--- config.mk ---
export PLATFORM = sky130hd
export DESIGN_NAME = cdc_bus_tx_flat
export DESIGN_NICKNAME = d
export VERILOG_FILES = /design/src/rtl/cdc_pkg.sv /design/src/rtl/cdc_bus_tx_if.sv /design/src/rtl/sync_block.sv /design/src/rtl/cdc_bus_tx.sv /design/src/flat_wrapper.sv
export SDC_FILE = /design/constraint.sdc
export NUM_CORES = 1
export LEC_CHECK = 0
export BUFFER_PORTS_ARGS = -buffer_cell sky130_fd_sc_hd__buf_2
export CORE_UTILIZATION = 38
export DETAILED_ROUTE_END_ITERATION = 10
export PLACE_DENSITY = 0.72
export SYNTH_ARGS = -nofsm -noshare
export SYNTH_HDL_FRONTEND = slang
export SYNTH_HIERARCHICAL = 1
export SYNTH_SLANG_ARGS = --single-unit
--- constraint.sdc ---
create_clock -name clk -period 1.7 [get_ports clk]
set_input_delay 0.255 -clock clk [delete_from_list [all_inputs] [get_ports clk]]
set_output_delay 0.255 -clock clk [all_outputs]
set_load 0.005 [all_outputs]
--- src/rtl/cdc_pkg.sv ---
// Shared definitions for the toggle-handshake bus crossing: FSM encoding,
// default synchronizer depth and a helper for sizing the timeout counter.
package cdc_pkg;

  // Source-side transfer state.
  typedef enum logic {
    IDLE     = 1'b0,
    WAIT_ACK = 1'b1
  } state_t;

  // Default depth of the synchronizer on the returning acknowledge.
  localparam int DEFAULT_SYNC_REGS = 5;

  // Counter width able to hold 0..cycles; a timeout of 0 still needs one bit.
  function automatic int tmo_width(input int cycles);
    return (cycles < 1) ? 1 : $clog2(cycles + 1);
  endfunction

endpackage

--- src/rtl/cdc_bus_tx_if.sv ---
// Bus between the source port, the crossing block and the far domain.
//
// Handshake: a word moves from source to block on a rising clk edge where
// s_valid && s_ready. s_ready never depends on s_valid in the same cycle, and
// the source may hold s_valid high for back-to-back words. Toward the far
// domain the request is two-phase: every change of req_toggle announces a new
// xfer_data word, and the far side answers by making ack_toggle_async equal
// to req_toggle.
interface cdc_bus_tx_if #(
  parameter int DATA_WIDTH = 32
);

  logic                  s_valid;
  logic [DATA_WIDTH-1:0] s_data;
  logic                  s_ready;
  logic                  req_toggle;
  logic [DATA_WIDTH-1:0] xfer_data;
  logic                  ack_toggle_async;

  // Environment view: source and far-domain acknowledge.
  modport master (
    output s_valid,
    output s_data,
    output ack_toggle_async,
    input  s_ready,
    input  req_toggle,
    input  xfer_data
  );

  // Crossing block view.
  modport slave (
    input  s_valid,
    input  s_data,
    input  ack_toggle_async,
    output s_ready,
    output req_toggle,
    output xfer_data
  );

endinterface

--- src/rtl/sync_block.sv ---
// Multi-flop synchronizer for a single level crossing into clk.
// No reset: the flops power up at 0, and resetting them would only add a
// second asynchronous path into the chain. Depth must be at least 2.
module sync_block #(
  parameter int C_NUM_SYNC_REGS = 5
) (
  input  logic clk,
  input  logic d_async,
  output logic q_sync
);

  logic [C_NUM_SYNC_REGS-1:0] sync_q = '0;

  // Shift the asynchronous level through the chain, one stage per edge.
  always_ff @(posedge clk) begin
    sync_q <= {sync_q[C_NUM_SYNC_REGS-2:0], d_async};
  end

  assign q_sync = sync_q[C_NUM_SYNC_REGS-1];

endmodule

--- src/rtl/cdc_bus_tx.sv ---
// Source half of a two-phase bus crossing. A word is accepted in IDLE,
// parked on xfer_data and announced by flipping req_toggle; the block then
// waits until the resynchronised acknowledge level equals the request level.
// A watchdog flags an overdue acknowledge but never abandons the transfer,
// since dropping it would leave request and acknowledge polarities out of step.
module cdc_bus_tx
  import cdc_pkg::*;
#(
  parameter int DATA_WIDTH      = 32,
  parameter int C_NUM_SYNC_REGS = DEFAULT_SYNC_REGS,
  parameter int TIMEOUT_CYCLES  = 1024
) (
  input  logic         clk,
  input  logic         rst_n,
  cdc_bus_tx_if.slave  bus,
  output logic         busy,
  output logic         timeout_err,
  input  logic         err_clr,
  output logic [15:0]  xfer_count,
  output state_t       state_dbg
);

  localparam int             TW      = tmo_width(TIMEOUT_CYCLES);
  localparam logic [TW-1:0]  TMO_MAX = TW'(TIMEOUT_CYCLES);
  localparam bit             TMO_EN  = (TIMEOUT_CYCLES != 0);

  state_t                state;
  logic                  req_q;
  logic [DATA_WIDTH-1:0] data_q;
  logic                  s_ready_q;
  logic                  busy_q;
  logic [TW-1:0]         tmo_cnt;
  logic [TW-1:0]         tmo_cnt_next;
  logic                  tmo_hit;
  logic                  err_q;
  logic [15:0]           count_q;
  logic                  ack_sync;

  sync_block #(
    .C_NUM_SYNC_REGS (C_NUM_SYNC_REGS)
  ) u_ack_sync (
    .clk     (clk),
    .d_async (bus.ack_toggle_async),
    .q_sync  (ack_sync)
  );

  // Saturating wait counter; the error fires only on the edge that reaches
  // the limit, so a clear while still waiting is not immediately undone.
  always_comb begin
    tmo_cnt_next = (tmo_cnt == TMO_MAX) ? tmo_cnt : tmo_cnt + TW'(1);
    tmo_hit      = TMO_EN && (state == WAIT_ACK) &&
                   (tmo_cnt != TMO_MAX) && (tmo_cnt_next == TMO_MAX);
  end

  // Transfer FSM: accept in IDLE, hold the word and wait for a level match.
  always_ff @(posedge clk or negedge rst_n) begin
    if (!rst_n) begin
      state     <= IDLE;
      req_q     <= 1'b0;
      data_q    <= '0;
      s_ready_q <= 1'b1;
      busy_q    <= 1'b0;
      tmo_cnt   <= '0;
      count_q   <= '0;
    end else begin
      case (state)
        IDLE: begin
          if (bus.s_valid) begin
            data_q    <= bus.s_data;
            req_q     <= ~req_q;
            tmo_cnt   <= '0;
            s_ready_q <= 1'b0;
            busy_q    <= 1'b1;
            state     <= WAIT_ACK;
          end
        end
        WAIT_ACK: begin
          tmo_cnt <= tmo_cnt_next;
          if (ack_sync == req_q) begin
            count_q   <= count_q + 16'd1;
            s_ready_q <= 1'b1;
            busy_q    <= 1'b0;
            state     <= IDLE;
          end
        end
      endcase
    end
  end

  // Sticky overdue flag; a set on the same edge as a clear takes priority.
  always_ff @(posedge clk or negedge rst_n) begin
    if (!rst_n) begin
      err_q <= 1'b0;
    end else if (tmo_hit) begin
      err_q <= 1'b1;
    end else if (err_clr) begin
      err_q <= 1'b0;
    end
  end

  assign bus.s_ready    = s_ready_q;
  assign bus.req_toggle = req_q;
  assign bus.xfer_data  = data_q;
  assign busy           = busy_q;
  assign timeout_err    = err_q;
  assign xfer_count     = count_q;
  assign state_dbg      = state;

endmodule

--- src/flat_wrapper.sv ---
// flat-port wrapper written by rule: the top's interface ports become plain ports
module cdc_bus_tx_flat import cdc_pkg::*;
#(
  parameter int DATA_WIDTH      = 32,
  parameter int C_NUM_SYNC_REGS = DEFAULT_SYNC_REGS,
  parameter int TIMEOUT_CYCLES  = 1024
)
  (clk, rst_n, busy, timeout_err, err_clr, xfer_count, state_dbg, bus_s_valid, bus_s_data, bus_ack_toggle_async, bus_s_ready, bus_req_toggle, bus_xfer_data);
  cdc_bus_tx_if #(.DATA_WIDTH(DATA_WIDTH)) bus_i ();
  input  logic clk;
  input  logic rst_n;
  output logic busy;
  output logic timeout_err;
  input  logic err_clr;
  output logic [15:0] xfer_count;
  output state_t state_dbg;
  input wire logic [$bits(bus_i.s_valid)-1:0] bus_s_valid;
  input wire logic [$bits(bus_i.s_data)-1:0] bus_s_data;
  input wire logic [$bits(bus_i.ack_toggle_async)-1:0] bus_ack_toggle_async;
  output wire logic [$bits(bus_i.s_ready)-1:0] bus_s_ready;
  output wire logic [$bits(bus_i.req_toggle)-1:0] bus_req_toggle;
  output wire logic [$bits(bus_i.xfer_data)-1:0] bus_xfer_data;
  assign bus_i.s_valid = bus_s_valid;
  assign bus_i.s_data = bus_s_data;
  assign bus_i.ack_toggle_async = bus_ack_toggle_async;
  assign bus_s_ready = bus_i.s_ready;
  assign bus_req_toggle = bus_i.req_toggle;
  assign bus_xfer_data = bus_i.xfer_data;
  cdc_bus_tx #(.DATA_WIDTH(DATA_WIDTH), .C_NUM_SYNC_REGS(C_NUM_SYNC_REGS), .TIMEOUT_CYCLES(TIMEOUT_CYCLES)) u_core (.clk(clk), .rst_n(rst_n), .bus(bus_i), .busy(busy), .timeout_err(timeout_err), .err_clr(err_clr), .xfer_count(xfer_count), .state_dbg(state_dbg));
endmodule
==> results.md, run 1 <==
- Syn Nets: between 300 and 400
- Ant. Diodes: 0
- Fraction of registers with async set/reset: 92.8%
- Met1 WL: 2930 um
- Number of flops mapped to enable cells by yosys: 0
- Multi-input gate area: 0.00122 mm2
- Fmax: 577 MHz
- Crit end category: flop
- Predominant post-synthesis flop cell: dfrtp_1
- Reg2reg setup slack: -30 ps
- Kind of start point of the critical path: flop
- Failing checks: setup timing
- Setup slack at placement: -65.4 ps
- Syn Inst Count: between 300 and 400
- H-tree Lvls: 3
- CTS tree: done
- Run status: finished, violations left
- First-pass DRT Iterations: 4
- Final hold vios: 0
- Min-Delay Endpoint: u_core/u_ack_sync/sync_q[0]
- Critical path, cell by cell: ha_4, or3_4, a2111oi_4, a21oi_1, o32ai_1
- Final period util: 102%
- Worst-Margin Slew: 529 ps
- Final worst slack: -32.2 ps
- Worst min-delay path class: input port to flop
- Die width: approximately 90 um
- Worst Path Class, Setup: flop to flop
- Ys Warns: 6
- # IOs: 90
- Top Metal Used: met4
- Syn avg cell area: 9.49 um2
- Final setup vio count: 1
- Final Util: 52.7%
- Synth unique cells: 43
- Number of clock buffers inserted by TritonCTS: 9
- Clock transition at path regs: about 70 ps
- Hpwl dp: 4820 um
- Total die area: 0.00822 mm2
- CP Launch Point: u_core/tmo_cnt[0]
- Share of cells above drive strength 1: between 30 and 40%
- Max VDD drop: 0.689 mV
- FP Rows: 31
- Metal2 WL: 3190 um
- Max incr delay on CP: about 420 ps
- RSZ-0062 raised after global routing: true
- Total gr overflow: 0
- Fin crit period: 1730 ps
- Seq/Total Area, Yosys: 57.0%
- Crit-path slowest cell: dfrtp_1
- Worst EP required: 1930 ps
- Max clock buf depth: 2
- Global-route wire length before repair: 11200 um
- DR WL/cell: 12.3 um
- DRC Markers: 0
- Worst EP arrival: 1960 ps
- Vias in the first global route: between 2000 and 3000
- WL final: ~6500 um
- CP Max Fanout: 5
- WL met3: 298 um
- Yosys top cell area share: 52.8%
- Post-synth top area cell: dfrtp_1
- Routed Antenna Nets: 0
- Hold path start: bus_ack_toggle_async
- Total track usage: 17.0%
- Number of cells on the worst hold path: 1
- RR Startpoint: u_core/tmo_cnt[0]
- Initial Util: 40.3%
- Routed via count: 2529
- PwrDens: 1470 mW/mm2
- Clk_lat worst skew: between 300 and 400 ps
- Largest net degree at the start of global routing: 30
- Max cap viols: 0
- Layout area overhead: 30.6%
- Fillcell total: 669
- Max transition margin: roughly 65%
- Cell Area, Synth: 0.00299 mm2
- Synth area leaders: dfrtp_1 53%, nand2_1 16%, xor2_1 3.8%, dfxtp_1 3.4%, xnor2_1 2.9%
- Clock Skew: 6.40 ps
- Setup TNS: -32.2 ps
- Reg2Reg Depth: 5
- Vias/cell: 4.78
- DR iter-0 viols: 84
- Antenna violations before repair: 0
- Lkg Pwr: 2.07 nW
- CORE AREA: 0.00741 mm2
- CP delay by family, top: compound AO/OA/AOI/OAI gates
- Clk root buf: clkbuf_8
- GPL Wtd Cong: 0.795
- Reg2reg end: u_core/timeout_err
- FF+latch count, synth: slightly below 70
- Clock sinks: 69
- Pins Over Slew Limit: 0
- Die Y: between 90 and 100 um
- Worst path buffer plus inverter count: 0
- WHS: approximately 22 ps
- Number of port buffers: 89
- Nets@finish: roughly 470
- Seq. cell area: 0.00170 mm2
==> cells by family (layout without fill, tap and decap cells) <==
logic type	count (synthesis)	in the layout	synth area share, %
AOI/OAI and AO/OA	22	22	5.36
xor gates and xnor gates	24	24	7.29
adders and majority gates	3	3	1.26
buffers and inverters	23	138	3.60
DFF	69	69	57.0
muxes	1	1	0.377
and+or+nand+nor	173	173	25.1
==> metrics by stage <==
| step | area [um2] | std cells | power (mW) |
|---|---|---|---|
| finish | 3900 | 529 | 5.75 |
| global route | 3900 | 529 | 6.22 |
| detailed placement | 3670 | 512 | 4.59 |
| floorplan | 2990 | 315 | 3.63 |
| global placement | 3670 | 512 | 4.52 |
| CTS | 3860 | 528 | 5.81 |
==> metal layers <==
metal | vias up | track usage, %
li1 | 1245 | -
met1 | 1206 | 21.4
met2 | 69 | 28.7
met3 | 9 | 4.29
met4 | 0 | 5.24
met5 | - | 0
==> what timing repair did <==
item / in CTS / in global routing
pin swaps: 1 / 2
endpoints found under the setup margin: 1 / 3
buffers inserted: 0 / 1
resized for setup: 1 / 4
endpoints found under the hold margin: 18 / 0
hold buffers: 1 / 0
==> flip-flops by register name (all words and copies together), names as in the netlist <==
signal	cells
u_core/state_dbg	1
u_core/tmo_cnt	11
u_core/xfer_count	16
u_core/bus.req_toggle	1
u_core/u_ack_sync/sync_q	5
u_core/bus.xfer_data	32
u_core/bus.s_ready	1
u_core/timeout_err	1
u_core/busy	1
==> synth_stat cells, drive strengths merged, types with 2 or more instances <==
| cell type | number |
|---|---|
| nand2 | 124 |
| dfrtp | 63 |
| xor2 | 13 |
| xnor2 | 11 |
| inv | 10 |
| nor2 | 10 |
| nand3 | 9 |
| clkbuf | 8 |
| nor3 | 8 |
| nand4 | 6 |
| nor4 | 6 |
| buf | 5 |
| dfxtp | 5 |
| a21oi | 4 |
| o22ai | 4 |
| ha | 3 |
| o21ai | 3 |
| a21o | 2 |
| and2 | 2 |
| nor2b | 2 |
| or3 | 2 |
==> area by class of cell <==
cell class	instances	area share (%)
flip-flops and latches	69	43.6
well taps	99	3.18
clock buffers	10	3.53
repair buffers	113	16.4
clock inverters	5	0.930
multi-input cells	223	31.3
inverters	10	0.962
==> worst max-delay path by stage <==
stage | end | slack, ps | cells past startpoint
2_1_floorplan | u_core/timeout_err | -30 | 6
3_3_place_gp | u_core/timeout_err | 60 | 5
3_5_place_dp | u_core/timeout_err | -70 | 5
4_1_cts | u_core/timeout_err | -50 | 5
5_1_grt | u_core/timeout_err | -80 | 5
6_report | u_core/timeout_err | -30 | 5
==> placed cells by master, fill, tap and decap left out, types with 3 or more instances in the layout <==
cell and instances:
nor2_1 10, nand2_1 124, nand4_1 5, nor3_1 7
dfrtp_1 63, clkbuf_8 10, inv_1 9, o22ai_1 4
dfxtp_1 5, xor2_1 13, buf_2 89, clkinvlp_4 3
nor4_1 4, buf_4 22, xnor2_1 10, nand3_1 9
a21oi_1 4
==> power by group <==
part	switching, mW	internal, mW
Sequential	0.373	2.17
Clock	0.613	0.563
Combinational	1.07	0.964
Total	2.05	3.70
(Power assumes the default switching activity.)
==> run 2, diff against run 1 <==
--- a/config.mk
+++ b/config.mk
@@ -6,9 +6,11 @@
 export NUM_CORES = 1
 export LEC_CHECK = 0
 export BUFFER_PORTS_ARGS = -buffer_cell sky130_fd_sc_hd__buf_2
-export CORE_UTILIZATION = 38
+export CELL_PAD_IN_SITES_DETAIL_PLACEMENT = 0
+export CELL_PAD_IN_SITES_GLOBAL_PLACEMENT = 1
+export CORE_UTILIZATION = 34
 export DETAILED_ROUTE_END_ITERATION = 10
-export PLACE_DENSITY = 0.72
+export PLACE_DENSITY = 0.83
 export SYNTH_ARGS = -nofsm -noshare
 export SYNTH_HDL_FRONTEND = slang
 export SYNTH_HIERARCHICAL = 1
==> run 2 against run 1 <==
Effect of this change:
- the run still ends with setup timing left
- global-route usage fell by 1.7 points
- fmax rose by 0.45%
- sequential power barely moved
- clock-buffer cell count rose by 1
- routed wire length rose by 1.8%
- final area rose by 2.5%
- sequential share of layout area fell by 1.1 points
- register-to-register slack barely moved
- power rose by 4.3%
- non-clock buffer count fell by 2
- flip-flop and latch count did not move
- highest routed layer unchanged
==> results.md, run 2 (synthesis results as in run 1) <==
- Global-route wire length before repair: 10700 um (-4.4%)
- CP Launch Point: u_core/tmo_cnt[1]
- Critical path, cell by cell: ha_4, buf_6, or4_4, a21oi_2, o221ai_2, o32ai_2
- Fin crit period: 1720 ps (-7.74 ps)
- Clock sinks: 69 (unchanged)
- Number of clock buffers inserted by TritonCTS: 9 (unchanged)
- Final Util: 47.9% (-4.7 points)
- CTS tree: done
- Worst-Margin Slew: 414 ps (-115 ps)
- DRC Markers: 0 (unchanged)
- Failing checks: setup timing
- WL final: 6620 um (+1.8%)
- Die Y: 95.7 um (+5.6%)
- Max reg flops: 32 (unchanged)
- Max transition margin: 72.2% (+7.5 points)
- Setup slack at placement: -21.6 ps (+43.8 ps)
- H-tree Lvls: 3 (unchanged)
- PwrDens: 1500 mW/mm2 (+1.8%)
- WHS: 29.3 ps (+7.23 ps)
- Final setup vio count: 1 (unchanged)
- Worst Path Class, Setup: flop to flop
- Total track usage: 15.3% (-1.7 points)
- # IOs: 90 (unchanged)
- RSZ-0062 raised after global routing: true
- FP Rows: 33 (+6.5%)
- Clk root buf: clkbuf_8
- Die width: 95.7 um (+5.6%)
- Routed Antenna Nets: 0 (unchanged)
- Final period util: 101% (-0.46 points)
- Number of port buffers: 89 (unchanged)
- Setup TNS: -24.5 ps (+7.74 ps)
- Layout area overhead: 33.8%
- DR iter-0 viols: 92 (+9.5%)
- Ant. Diodes: 0 (unchanged)
- Critical path destination: u_core/timeout_err
- Fmax: 580 MHz (+0.45%)
- GPL Wtd Cong: 0.814 (+2.4%)
- Antenna violations before repair: 0 (unchanged)
- Share of cells above drive strength 1: 34.3% (+1.8 points)
- Run status: finished, violations left
- Crit-path slowest cell: dfrtp_1
- Total gr overflow: 0 (unchanged)
- Total die area: 0.00917 mm2 (+12%)
- CP Max Fanout: 3 (-2)
- Leading cell types in the layout, fill and taps excluded: 124 x nand2_1, 89 x buf_2, 63 x dfrtp_1
- Worst EP arrival: 1960 ps (about the same)
- Max incr delay on CP: 420 ps (about the same)
- Routed via count: 2485 (-1.7%)
- CORE AREA: 0.00834 mm2 (+13%)
- Worst min-delay path class: input port to flop
- Max cap viols: 0 (unchanged)
- Kind of start point of the critical path: flop
- Clk_lat worst skew: 330 ps (about the same)
- Vias/cell: 4.66 (-2.5%)
- Reg2reg setup slack: -20 ps (about the same)
- Lkg Pwr: 2.08 nW (+0.65%)
- Crit end category: flop
- Reg2reg end: u_core/timeout_err
- Final worst slack: -24.5 ps (+7.74 ps)
- Commonest non-fill, non-tap cell in the layout: nand2_1
- Final hold vios: 0 (unchanged)
- Clock Skew: 5.44 ps (-0.964 ps)
- Max VDD drop: 0.689 mV (about the same)
- RR Startpoint: u_core/tmo_cnt[1]
- First-pass DRT Iterations: 4 (unchanged)
- Pins Over Slew Limit: 0 (unchanged)
- Clock transition at path regs: 70 ps (about the same)
- Nets@finish: 464 (-0.43%)
- Worst EP required: 1940 ps (about the same)
- Max clock buf depth: 2 (unchanged)
- DR WL/cell: 12.4 um (+1.0%)
- Hpwl dp: 4410 um (-8.6%)
- Largest net degree at the start of global routing: 65 (+120%)
- Initial Util: 35.8% (-4.5 points)
- Reg2Reg Depth: 6 (+1)
- Vias in the first global route: 2363 (-5.9%)
run 2: worst min-delay path by stage:
stage,startpoint,to,slack (ps),depth (start not counted)
2_1_floorplan,rst_n,u_core/bus.req_toggle,-40,0
3_3_place_gp,rst_n,u_core/tmo_cnt[10],300,2
3_5_place_dp,rst_n,u_core/tmo_cnt[10],300,2
4_1_cts,bus_ack_toggle_async,u_core/u_ack_sync/sync_q[0],10,1
5_1_grt,bus_ack_toggle_async,u_core/u_ack_sync/sync_q[0],0.1,1
6_report,bus_ack_toggle_async,u_core/u_ack_sync/sync_q[0],30,1
run 2: what timing repair did:
action,in CTS,in global routing
hold buffers,1,0
hold endpoints to repair,63,0
pin swaps,3,6
resized for setup,2,21
setup buffers,3,2
setup endpoints to repair,1,4
run 2: metal layers:
metal	part of all wire, %	wire, um	track usage [%]	up-vias
met5	0	0	0	-
met4	1.3	87	5.97	0
met3	5.9	392	4.98	10
met2	47	3130	24.6	63
met1	45	3000	19.1	1171
li1	-	-	-	1241
run 2: cell type report:
class                      count  area (um2)
inverter                      10        37.5
sequential                    69        1700
fill                         803        4340
timing repair buffer         111         653
tap                          105         131
clock inverter                 4        48.8
clock buffer                  11         131
multi-input combinational    223        1290
run 2: per-stage QoR:
stage / instance area, um2 / std cells / total power [mW]
2_1_floorplan: 2990 / 315 / 3.63
3_3_place_gp: 3650 / 513 / 4.52
3_5_place_dp: 3650 / 513 / 4.56
4_1_cts: 3880 / 532 / 5.93
5_1_grt: 4000 / 533 / 6.48
6_report: 4000 / 533 / 6.00
run 2: worst max-delay path: cells and delay by family (launching register included):
family,cells,cell delay (ps)
adders and majority gates,1,190
buffers and inverters,1,120
AOI/OAI and AO/OA,3,500
DFF,1,420
and+or+nand+nor,1,410
run 2: power breakdown:
part	leakage (nW)	internal, mW	switching [mW]	total (mW)
sequential	0.862	2.17	0.362	2.54
clock	0.0936	0.671	0.592	1.26
combinational	1.13	1.08	1.12	2.20
